[config.mk]
export PLATFORM = sky130hd
export DESIGN_NAME = tnn_vote_accumulator_flat
export DESIGN_NICKNAME = d
export VERILOG_FILES = /design/src/rtl/tnn_pkg.sv /design/src/rtl/tnn_vote_accumulator_if.sv /design/src/rtl/tnn_sat_counter.sv /design/src/rtl/tnn_vote_accumulator.sv /design/src/flat_wrapper.sv
export SDC_FILE = /design/constraint.sdc
export NUM_CORES = 1
export LEC_CHECK = 0
export ABC_CLOCK_PERIOD_IN_PS = 2900
export CORE_MARGIN = 3
export CORE_UTILIZATION = 60
export DETAILED_ROUTE_END_ITERATION = 10
export GPL_ROUTABILITY_DRIVEN = 0
export PLACE_DENSITY = 0.8
export SLEW_MARGIN = 10
export SYNTH_ARGS = -nofsm -noshare
export SYNTH_HDL_FRONTEND = slang
export SYNTH_HIERARCHICAL = 1
export SYNTH_SLANG_ARGS = --single-unit
[constraint.sdc]
create_clock -name clk -period 2.9 [get_ports clk]
set_clock_uncertainty 0.05 [all_clocks]
set_input_delay 0.435 -clock clk [delete_from_list [all_inputs] [get_ports clk]]
set_output_delay 0.435 -clock clk [all_outputs]
set_load 0.1 [all_outputs]
[src/rtl/tnn_pkg.sv]
// Shared types and sizing for the whitewine TNN classifier datapath.
package tnn_pkg;

    localparam int unsigned NUM_CLASSES       = 7;
    localparam int unsigned NEURONS_PER_CLASS = 8;
    localparam int unsigned CLS_W             = 3;
    localparam int unsigned CNT_W             = 4;

    typedef logic [CNT_W-1:0] cnt_t;
    typedef logic [CLS_W-1:0] cls_t;

    typedef enum logic [1:0] {
        ACCUM,
        SCAN,
        HOLD
    } vote_state_t;

endpackage

[src/rtl/tnn_vote_accumulator_if.sv]
// Vote-beat input stream and classification-result output, both valid/ready.
interface tnn_vote_accumulator_if
    import tnn_pkg::*;
();

    logic in_valid;
    logic in_ready;
    logic in_vote;
    cls_t in_class;
    logic in_last;

    logic out_valid;
    logic out_ready;
    cls_t out_class;
    cnt_t out_score;
    logic out_tie;

    modport master (
        output in_valid, in_vote, in_class, in_last, out_ready,
        input  in_ready, out_valid, out_class, out_score, out_tie
    );

    modport slave (
        input  in_valid, in_vote, in_class, in_last, out_ready,
        output in_ready, out_valid, out_class, out_score, out_tie
    );

endinterface

[src/rtl/tnn_sat_counter.sv]
// Per-class vote counter that sticks at its maximum instead of wrapping.
module tnn_sat_counter
    import tnn_pkg::*;
(
    input  logic clk,
    input  logic rst,
    input  logic inc,
    input  logic clr,
    output cnt_t cnt
);

    localparam cnt_t CNT_MAX = '1;

    // Clear has priority so a new sample always starts from zero.
    always_ff @(posedge clk or posedge rst) begin
        if (rst) begin
            cnt <= '0;
        end else if (clr) begin
            cnt <= '0;
        end else if (inc && (cnt != CNT_MAX)) begin
            cnt <= cnt + cnt_t'(1);
        end
    end

endmodule

[src/rtl/tnn_vote_accumulator.sv]
// Accumulates per-class neuron votes for one sample, then scans for the argmax
// class (lowest index wins ties) and presents it over a valid/ready handshake.
module tnn_vote_accumulator
    import tnn_pkg::*;
(
    input logic                   clk,
    input logic                   rst,
    tnn_vote_accumulator_if.slave bus
);

    localparam cls_t LAST_IDX = cls_t'(NUM_CLASSES - 1);

    vote_state_t state;
    cls_t        scan_idx;
    cnt_t        best;
    cls_t        best_idx;
    logic        tie;

    logic        in_ready_q;
    logic        out_valid_q;
    cls_t        out_class_q;
    cnt_t        out_score_q;
    logic        out_tie_q;

    cnt_t        cnt_arr [NUM_CLASSES];

    logic        accept_c;
    logic        clr_c;
    cnt_t        cur_c;
    cnt_t        nxt_best_c;
    cls_t        nxt_idx_c;
    logic        nxt_tie_c;

    // in_ready is only high in ACCUM, so this also gates counting to ACCUM.
    assign accept_c = bus.in_valid && in_ready_q;
    // out_valid is only high in HOLD; the result handshake wipes the counts.
    assign clr_c    = out_valid_q && bus.out_ready;

    genvar g;
    generate
        for (g = 0; g < NUM_CLASSES; g++) begin : g_cnt
            tnn_sat_counter u_cnt (
                .clk (clk),
                .rst (rst),
                .inc (accept_c && bus.in_vote && (bus.in_class == cls_t'(g))),
                .clr (clr_c),
                .cnt (cnt_arr[g])
            );
        end
    endgenerate

    // One argmax step on the class selected by scan_idx.
    always_comb begin
        cur_c      = cnt_arr[scan_idx];
        nxt_best_c = best;
        nxt_idx_c  = best_idx;
        nxt_tie_c  = tie;
        if (scan_idx == '0) begin
            nxt_best_c = cur_c;
            nxt_idx_c  = '0;
            nxt_tie_c  = 1'b0;
        end else if (cur_c > best) begin
            nxt_best_c = cur_c;
            nxt_idx_c  = scan_idx;
            nxt_tie_c  = 1'b0;
        end else if (cur_c == best) begin
            nxt_tie_c  = 1'b1;
        end
    end

    // Sample sequencing: accumulate, scan one class per cycle, hold the result.
    always_ff @(posedge clk or posedge rst) begin
        if (rst) begin
            state       <= ACCUM;
            scan_idx    <= '0;
            best        <= '0;
            best_idx    <= '0;
            tie         <= 1'b0;
            in_ready_q  <= 1'b1;
            out_valid_q <= 1'b0;
            out_class_q <= '0;
            out_score_q <= '0;
            out_tie_q   <= 1'b0;
        end else begin
            case (state)
                ACCUM: begin
                    if (accept_c && bus.in_last) begin
                        state      <= SCAN;
                        scan_idx   <= '0;
                        in_ready_q <= 1'b0;
                    end
                end
                SCAN: begin
                    best     <= nxt_best_c;
                    best_idx <= nxt_idx_c;
                    tie      <= nxt_tie_c;
                    if (scan_idx == LAST_IDX) begin
                        state       <= HOLD;
                        out_valid_q <= 1'b1;
                        out_class_q <= nxt_idx_c;
                        out_score_q <= nxt_best_c;
                        out_tie_q   <= nxt_tie_c;
                    end else begin
                        scan_idx <= scan_idx + cls_t'(1);
                    end
                end
                HOLD: begin
                    if (bus.out_ready) begin
                        state       <= ACCUM;
                        out_valid_q <= 1'b0;
                        in_ready_q  <= 1'b1;
                    end
                end
                default: begin
                    state       <= ACCUM;
                    in_ready_q  <= 1'b1;
                    out_valid_q <= 1'b0;
                end
            endcase
        end
    end

    assign bus.in_ready  = in_ready_q;
    assign bus.out_valid = out_valid_q;
    assign bus.out_class = out_class_q;
    assign bus.out_score = out_score_q;
    assign bus.out_tie   = out_tie_q;

endmodule

[src/flat_wrapper.sv]
// flat-port wrapper written by rule: the top's interface ports become plain ports
module tnn_vote_accumulator_flat import tnn_pkg::*;
  (clk, rst, bus_in_valid, bus_in_vote, bus_in_class, bus_in_last, bus_out_ready, bus_in_ready, bus_out_valid, bus_out_class, bus_out_score, bus_out_tie);
  tnn_vote_accumulator_if bus_i ();
  input logic clk;
  input logic rst;
  input wire logic [$bits(bus_i.in_valid)-1:0] bus_in_valid;
  input wire logic [$bits(bus_i.in_vote)-1:0] bus_in_vote;
  input wire logic [$bits(bus_i.in_class)-1:0] bus_in_class;
  input wire logic [$bits(bus_i.in_last)-1:0] bus_in_last;
  input wire logic [$bits(bus_i.out_ready)-1:0] bus_out_ready;
  output wire logic [$bits(bus_i.in_ready)-1:0] bus_in_ready;
  output wire logic [$bits(bus_i.out_valid)-1:0] bus_out_valid;
  output wire logic [$bits(bus_i.out_class)-1:0] bus_out_class;
  output wire logic [$bits(bus_i.out_score)-1:0] bus_out_score;
  output wire logic [$bits(bus_i.out_tie)-1:0] bus_out_tie;
  assign bus_i.in_valid = bus_in_valid;
  assign bus_i.in_vote = bus_in_vote;
  assign bus_i.in_class = bus_in_class;
  assign bus_i.in_last = bus_in_last;
  assign bus_i.out_ready = bus_out_ready;
  assign bus_in_ready = bus_i.in_ready;
  assign bus_out_valid = bus_i.out_valid;
  assign bus_out_class = bus_i.out_class;
  assign bus_out_score = bus_i.out_score;
  assign bus_out_tie = bus_i.out_tie;
  tnn_vote_accumulator u_core (.clk(clk), .rst(rst), .bus(bus_i));
endmodule
==> reports/qor.yml <==
outcome:
  status: "completed"
synthesis:
  syn-instance-count: 310
  yosysSeqAreaShare: 0.410
  synth_edf_count: 0
  synth.cell_area_sq_mm: 0.00311
  cell_type_contributing_the_most_total_cell_area_after_synthesis: "dfrtp_1"
  ys_seq_elements: 51
  yosys.area.top_type_share: 0.402
  postSynthNetCount: 333
  synth_cell_type_count: 40
  ys_top_cells_by_area: "dfrtp_1 (40%), mux2i_1 (7.7%), ha_1 (5.6%), mux2_4 (4.8%), a31oi_4 (4.8%)"
  syn-mean-instance-area_sq_um: 10.0
  yosysWarnings: 6
  ys_dominant_reg_cell: "dfrtp_1"
  ys_async_sr_fraction: 1.00
power_and_ir_drop:
  combinational_cell_fraction_of_total_power: 0.561
  internal-power_w: 0.00184
  p_clk_frac: 0.144
  cellPowerDensity_mw_per_mm2: 970
  design_power_total_w: 0.00337
  switching_share_of_total_power: 0.454
  p_seq_frac: 0.295
  static-leakage-power_nw: 1.54
  max_vdd_drop_uv: 599
  net-switching-power_w: 0.00153
global_routing:
  grt_start_max_net_pins: 43
  grt_pass1_wl_mm: 10.8
  groute.usage.overall: 0.220
  grt-ovfl-total: 0
  first_global_vias: 2356
  antenna_found_initial: 0
floorplan:
  chipWidth_um: 78.0
  design.portCount: 19
  core_area_sq_mm: 0.00488
  placementRows: 25
  die-area_sq_mm: 0.00609
  die_height_um: 78.0
  initial_core_util: 0.638
finish:
  area_growth_pct: 11.4
  multi_input_area_sq_mm: 0.00167
  insertedDiodeCount: 0
  final_nets: 357
  final_layout_size_suffix_gt1_frac: 0.131
  area.sequential_sq_mm: 0.00128
  finish.cell_count_without_fillers: 402
  fill_cells: 382
cts:
  insertion_delay_ns: 0.31
  cts.path.max_buffers: 2
  cts_resized: 0
  cts_hold_bufs: 0
  cts.htree.levels: 2
  cts.clk_slew.worst_paths_ns: 0.10
  postCtsSetupBuffers: 0
  clk_tree_root_cell: "clkbuf_8"
  cts_inserted_buffers: 5
  tritoncts_clock_tree: "built"
  clock-sinks: 51
timing:
  timing_worst_slew_pin_value_ns: 0.625
  total_negative_slack_for_setup_checks_ns: 0
  maximum_frequency_from_static_timing_analysis_mhz: 365
  finalHoldViolations: 0
  final.period_utilization: 0.945
  unrepaired_setup_endpoints_after_global_routing: "no"
  relSlewSlack: 0.582
  slew_viol_final: 0
  finalCriticalPeriod_ns: 2.74
  final-setup-viol-count: 0
setup_path:
  path_class: "register to register"
  worstPathMaxFanout: 11
  critical-path-top-cell-by-count: "nor2b_1"
  critical-path-slowest-cell: "dfrtp_2"
  worstPathRequired_ns: 3.07
  worstPathArrival_ns: 2.92
  critical_path.max_stage_delay_ns: 0.48
  timing.critical_path.cells: "nor2b_1 > a22oi_1 > nand2_1 > inv_1 > ha_1 > nor2b_1 > o2111a_1 > or2_1 > mux2_4 > a21oi_1"
  critPathBufInv: 1
  critPathCaptureType: "register"
  critical_path.top_delay_family: "simple AND/OR/NAND/NOR gates"
  worstSetupStartpointType: "register"
place:
  port_buffers: 18
  place.detailed.hpwl_mm: 4.63
  numPlacedInstances: 394
routing:
  drt-total-wl_mm: 6.14
  ant_nets: 0
  detail_route.drc_violations: 0
  vias_per_cell: 5.85
  routed_wire_length_per_instance_um: 15.3
  detail_route.first_pass.iterations: 4
  drt_first_iter_violations: 137
  dr_total_vias: 2352
job:
  drv_cap: 0
worst_hold_path:
  hold_path_class: "register to register"
==> metrics by stage <==
step           worst slack (ns)  hold WS (ns)  instance area [sq um]  utilization
4_1_cts                  0.0720         0.436                   3470        0.711
5_1_grt                0.000158         0.462                   3470        0.711
6_report                  0.158         0.432                   3470        0.711
3_5_place_dp              0.123         0.411                   3360        0.689
3_3_place_gp              0.226         0.402                   3360        0.689
2_1_floorplan             0.264         0.151                   3110            -
==> power by group through the flow <==
stage	Sequential [W]	Clock (W)	Combinational [W]
floorplan	0.00138	0	0.00120
global placement	0.000999	0	0.00183
detailed placement	0.00100	0	0.00188
CTS	0.000992	0.000501	0.00189
global route	0.00102	0.000525	0.00205
finish	0.000993	0.000486	0.00189
==> cells in the final DEF, fill, tap and decap left out, types with 2 or more instances in the layout <==
master / netlist / final
a211oi_1: 7 / 7
a21oi_1: 17 / 17
a22oi_1: 3 / 3
a31oi_4: 7 / 7
a32o_1: 2 / 2
and4_1: 7 / 7
buf_4: 1 / 15
clkbuf_1: 1 / 2
clkbuf_8: 0 / 5
clkdlybuf4s50_1: 0 / 8
dfrtp_1: 50 / 49
ha_1: 14 / 14
inv_1: 32 / 32
mux2_4: 10 / 10
mux2i_1: 24 / 24
nand2_1: 16 / 16
nand2b_1: 17 / 17
nand3_1: 4 / 4
nand3b_1: 4 / 4
nand4_1: 8 / 8
nand4b_1: 2 / 2
nor2_1: 24 / 24
nor2b_1: 10 / 10
nor3_1: 18 / 18
o211ai_1: 5 / 5
o21a_1: 3 / 3
o21ai_1: 6 / 6
==> sequential cells by signal, indices dropped and copies added (netlist names), 2 cells and up <==
signal and flops:
u_core/g_cnt.u_cnt/cnt 28, u_core/best 4, u_core/bus.out_score 4, u_core/best_idx 3
u_core/bus.out_class 3, u_core/scan_idx 3, u_core/state 2
==> synthesized netlist by cell type, types with 2 or more instances <==
cell type / count
nand3b_1: 4
inv_1: 32
nor2b_1: 10
nand4_1: 8
a211oi_1: 7
o21ai_1: 6
nor3_1: 18
a22oi_1: 3
dfrtp_1: 50
nor2_1: 24
nand2b_1: 17
buf_2: 3
and4_1: 7
nand2_1: 16
a21oi_1: 17
nand3_1: 4
mux2_4: 10
o21a_1: 3
a31oi_4: 7
nand4b_1: 2
ha_1: 14
a32o_1: 2
o211ai_1: 5
buf_6: 2
mux2i_1: 24
==> layer usage <==
metal  wire length, um  track usage  vias to the layer above
met4               118       0.0734                        0
met2              2990        0.372                       54
met5                 0            0                        -
li1                  -            -                     1150
met3               238       0.0482                       12
met1              2790        0.282                     1136
==> worst paths after layout <==
check                           slack [ns]                 endpoint                     from  cells past startpoint
worst min register to register        0.43  u_core/bus.out_class[2]  u_core/bus.out_class[2]                      2
min in group asynchronous             0.47       u_core/scan_idx[1]                      rst                      2
worst min-delay path                  0.43  u_core/bus.out_class[2]  u_core/bus.out_class[2]                      2
worst max register to register        0.16  u_core/bus.out_score[2]       u_core/scan_idx[1]                     10
worst max-delay path                  0.16  u_core/bus.out_score[2]       u_core/scan_idx[1]                     10
max in group asynchronous             1.80      u_core/bus.in_ready                      rst                      3
==> area by class of cell <==
type	count	share of cell area
well taps	67	0.0242
clock buffers	7	0.0220
clock inverters	1	0.00865
flip-flops and latches	51	0.369
repair buffers	24	0.0613
inverters	32	0.0346
multi-input cells	220	0.481
==> tightest hold or removal path: cells and delay by family, from the launching register on <==
family | cells | cell delay, ns
flops | 1 | 0.36
simple gates | 2 | 0.10
==> cells by family (layout without fill, tap and decap cells) <==
| group | Yosys count | after routing | synth area share |
|---|---|---|---|
| flip-flops | 51 | 51 | 0.410 |
| buffers and inverters | 39 | 64 | 0.0542 |
| adder cells (fa/ha/maj) | 14 | 14 | 0.0562 |
| multiplexers | 34 | 34 | 0.125 |
| AO/OA/AOI/OAI | 56 | 56 | 0.149 |
| AND/OR/NAND/NOR | 116 | 116 | 0.205 |
Power figures use the tool's default switching activity.
